File: config.mk
export PLATFORM = sky130hd
export DESIGN_NAME = seg7_scan_display
export DESIGN_NICKNAME = d
export VERILOG_FILES = /design/src/rtl/seg7_scan_display.sv
export SDC_FILE = /design/constraint.sdc
export NUM_CORES = 1
export LEC_CHECK = 0
export ABC_AREA = 0
export CELL_PAD_IN_SITES_DETAIL_PLACEMENT = 0
export CELL_PAD_IN_SITES_GLOBAL_PLACEMENT = 1
export CORE_MARGIN = 8
export CORE_UTILIZATION = 35
export CTS_CLUSTER_SIZE = 14
export DETAILED_ROUTE_END_ITERATION = 12
export GPL_ROUTABILITY_DRIVEN = 1
export PLACE_DENSITY_LB_ADDON = 0.05
export RECOVER_POWER = 25
export SYNTH_ARGS = -nofsm -noshare
export SYNTH_HDL_FRONTEND = slang
export SYNTH_SLANG_ARGS = --single-unit
File: constraint.sdc
create_clock -name Clk -period 3.28 [get_ports Clk]
set_input_delay 0.656 -clock Clk [delete_from_list [all_inputs] [get_ports Clk]]
set_output_delay 0.656 -clock Clk [all_outputs]
set_load 0.01 [all_outputs]
File: src/rtl/seg7_scan_display.sv
// Scans an 8-digit common-anode 7-segment display. The upper four digits show x[15:0] and
// the lower four show y[15:0]; both values are snapshotted once per frame.
module seg7_scan_display #(
   parameter int unsigned REFRESH_DIV = 100000,
   parameter int unsigned BLANK_LZ    = 0
) (
   input  logic        Clk,
   input  logic        rst,
   input  logic [31:0] x,
   input  logic [31:0] y,
   output logic [6:0]  out7,
   output logic [7:0]  en_out,
   output logic        frame_done
);

   localparam int unsigned PW = (REFRESH_DIV > 1) ? $clog2(REFRESH_DIV) : 1;
   localparam logic [PW-1:0] TICK_VAL = PW'(REFRESH_DIV - 1);

   logic [PW-1:0] prescaler;
   logic [2:0]    index;
   logic [15:0]   snap_x;
   logic [15:0]   snap_y;

   logic          tick_c;
   logic [15:0]   half_c;
   logic [3:0]    nibble_c;
   logic          lz_c;
   logic [6:0]    seg_c;

   // Only the low halves of the debug buses are displayed.
   logic unused_hi;
   assign unused_hi = ^{x[31:16], y[31:16]};

   function automatic logic [6:0] hex7(input logic [3:0] n);
      logic [6:0] s;
      case (n)
         4'h0: s = 7'h40;
         4'h1: s = 7'h79;
         4'h2: s = 7'h24;
         4'h3: s = 7'h30;
         4'h4: s = 7'h19;
         4'h5: s = 7'h12;
         4'h6: s = 7'h02;
         4'h7: s = 7'h78;
         4'h8: s = 7'h00;
         4'h9: s = 7'h10;
         4'hA: s = 7'h08;
         4'hB: s = 7'h03;
         4'hC: s = 7'h46;
         4'hD: s = 7'h21;
         4'hE: s = 7'h06;
         default: s = 7'h0E;
      endcase
      return s;
   endfunction

   // Nibble select and leading-zero detection within the active half.
   always_comb begin
      tick_c   = (prescaler == TICK_VAL);
      half_c   = index[2] ? snap_x : snap_y;
      nibble_c = half_c[3:0];
      lz_c     = 1'b0;
      case (index[1:0])
         2'd0: begin
            nibble_c = half_c[3:0];
            lz_c     = 1'b0;
         end
         2'd1: begin
            nibble_c = half_c[7:4];
            lz_c     = (half_c[15:4] == '0);
         end
         2'd2: begin
            nibble_c = half_c[11:8];
            lz_c     = (half_c[15:8] == '0);
         end
         default: begin
            nibble_c = half_c[15:12];
            lz_c     = (half_c[15:12] == '0);
         end
      endcase
      seg_c = ((BLANK_LZ != 0) && lz_c) ? 7'h7F : hex7(nibble_c);
   end

   // Slot timing, frame snapshot and registered drive; anodes go dark for one cycle per digit change.
   always_ff @(posedge Clk) begin
      if (rst) begin
         prescaler  <= '0;
         index      <= 3'd0;
         snap_x     <= 16'h0000;
         snap_y     <= 16'h0000;
         out7       <= 7'h7F;
         en_out     <= 8'hFF;
         frame_done <= 1'b0;
      end else begin
         frame_done <= 1'b0;
         out7       <= seg_c;
         if (tick_c) begin
            prescaler <= '0;
            index     <= index + 3'd1;
            en_out    <= 8'hFF;
            if (index == 3'd7) begin
               snap_x     <= x[15:0];
               snap_y     <= y[15:0];
               frame_done <= 1'b1;
            end
         end else begin
            prescaler <= prescaler + PW'(1);
            en_out    <= ~(8'b1 << index);
         end
      end
   end

endmodule

==> results.yml <==
critical_path:
  path_cells: "inv_1, ha_1, a222oi_1, mux2i_1, a21oi_2, inv_1, ha_1, a2111oi_0, a31oi_1"
  worst_setup_path_start_kind: "flop"
  crit_fanout: 10
  cp_data_required_time_ns: 3.49
  cp-end-kind: "flop"
  worstRegToRegCells: 9
  critPathArrivalTime_ns: 2.95
  max_stage_delay_ns: 0.41
  critPathSlowestCell: "dfxtp_1"
  r2r_slack_ns: 0.54
  crit_type: "reg2reg"
global_routing:
  grt_pass1_vias: 2308
  grt_max_degree: 40
  overflow: 0
  grt_pass1_wl_mm: 11.70
  grt_use_total: 0.1255
  antenna_found_initial: 0
power:
  power_uw: 1531
  leakage_uw: 0.001237
  p_per_area_mw_per_mm2: 417.6
  ir_worst_vdd_v: 0.0002125
clocking:
  cts-hold-fix-buffers: 0
  clockBufferDepth: 2
  cts_setup_buffers: 0
  cts_root_buf: "clkbuf_8"
  cts-buffers-inserted: 9
  cts_resized: 0
  cts_tree: "built"
  clk_latency_ns: 0.34
  cts_max_level: 3
  clkTransAtPathRegs_ns: 0.07
  numClockSinks: 68
route:
  vias: 2441
  wirelength_mm: 7.174
  wl_per_cell_um: 14.32
  drtIter0Drc: 115
  post_drt_via_cell_ratio: 4.872
  drc: 0
  first_pass_iters: 4
  ant_nets: 0
timing:
  period_minus_slack_ns: 2.736
  hold_viol_final: 0
  finClkSkew_ns: 0.008999
  setup_slack_ns: 0.5444
  worst_pin_slew_ns: 1.899
  fin_crit_sh: 0.8340
  rsz0062_at_grt: "no"
  max_freq_ghz: 0.3655
  setup_viol: 0
  max_slew_margin: -0.2663
  finalSetupTns_ns: 0
  drv_slew: 40
place:
  dp_hpwl_mm: 4.896
  portBuffers: 49
  gp_congestion: 0.7349
  place_ws_ns: 0.5127
die:
  die_y_um: 108.4
  num_rows: 33
  io_pins: 82
  start_util: 0.3617
  die_w_um: 108.4
  coreArea_mm2: 0.008258
  die_area_mm2: 0.01175
synthesis:
  synth_seq_area_share: 0.4558
  avgSynthCellArea_um2: 8.582
  yosys.area.top_type: "dfxtp_1"
  yosysMostFrequentCell: "nand2_1"
  synth_top_area_frac: 0.4558
  yosys_most_used_dff: "dfxtp_1"
  ys_warn_count: 0
  syn_area_mm2: 0.002987
  synth_seq_cells: 68
  syn-num-nets: 427
  ys_types: 44
  netlist_top_cells_area: "dfxtp_1, nand2_1, a21oi_1, ha_1, nor2_1"
  synth_edf_count: 0
  synthTopCellsByCount: "nand2_1, dfxtp_1, a21oi_1, nor2_1, inv_1"
  syn_inst: 348
  synthArstFlopShare: 0
job:
  cap_violations: 1
finish:
  n_antenna_cell: 0
  fillerInstances: 867
  syn2layout_area_growth_pct: 22.75
  drive_gt1_frac: 0.06313
  nets: 470
outcome:
  violations: "capacitance limit, slew limit"
  outcome: "complete, but fails checks"
min_path:
  worstHoldPathCells: 2
  hold_path.class: "reg2reg"
==> layer usage <==
metal  GRT usage  routed length [um]
met1      0.1650                3503
met2      0.1879                3144
met4     0.03617                  70
met5           0                   0
met3     0.04581                 455
==> cell usage in the layout, fill, tap and decap left out, types with 7 or more instances in the layout <==
cell type        count
nand2_1             76
dfxtp_1             68
a21oi_1             43
clkdlybuf4s50_1     33
nor2_1              24
inv_1               19
dlygate4sd3_1       16
ha_1                13
nand3_1             10
clkbuf_8            10
xnor2_1              9
nor3_1               7
==> cells by family (layout without fill, tap and decap cells) <==
family / count (synthesis) / in the layout / share of synthesized area
buf+inv: 40 / 88 / 0.06912
simple gates: 136 / 136 / 0.2036
compound gates: 71 / 71 / 0.1517
flops: 68 / 68 / 0.4558
fa+ha+maj: 13 / 13 / 0.05446
mux: 6 / 6 / 0.02430
xor+xnor: 14 / 14 / 0.04106
==> final cells by class <==
type                    count  area (um^2)  share of cell area
multi-input cells         240         1406              0.3836
flip-flops and latches     68         1361              0.3713
repair buffers             53        516.7              0.1410
clock buffers              11        141.4             0.03857
well taps                 105        131.4             0.03584
inverters                  19        71.32             0.01945
clock inverters             5        37.54             0.01024
==> report_power, final <==
group	total, uW	leakage (uW)	switching [uW]	internal (uW)
clock network	621	0.0000855	325	296
registers	836	0.000551	3.46	833
logic	74.0	0.000600	28.1	46.0
total	1530	0.00124	356	1170
==> stage by stage <==
step,hold WS (ns),utilization,cells,cell area [um^2]
3_3_place_gp,0.4332,0.4242,485,3503
5_1_grt,0.4739,0.4439,501,3666
4_1_cts,0.4551,0.4459,501,3682
3_5_place_dp,0.4372,0.4242,485,3503
2_1_floorplan,0.4175,-,348,2987
6_report,0.4524,0.4439,501,3666
==> state kept, by name, indices dropped and copies added, names as in the netlist <==
name        count
snap_x         16
out7            7
prescaler      17
snap_y         16
en_out          8
frame_done      1
index           3
==> worst max-delay path, delay by kind of cell (launching register included) <==
kind / cells / cell delay (ns)
AO/OA/AOI/OAI: 4 / 1.24
adder cells (fa/ha/maj): 2 / 0.58
buffers and inverters: 2 / 0.20
flip-flops: 1 / 0.41
multiplexers: 1 / 0.17
==> worst paths after layout <==
kind              startpoint          to
hold reg to reg   snap_y[14]  snap_y[14]
setup reg to reg    index[0]     out7[3]
setup / recovery    index[0]     out7[3]
hold / removal    snap_y[14]  snap_y[14]
Power figures use the tool's default switching activity.
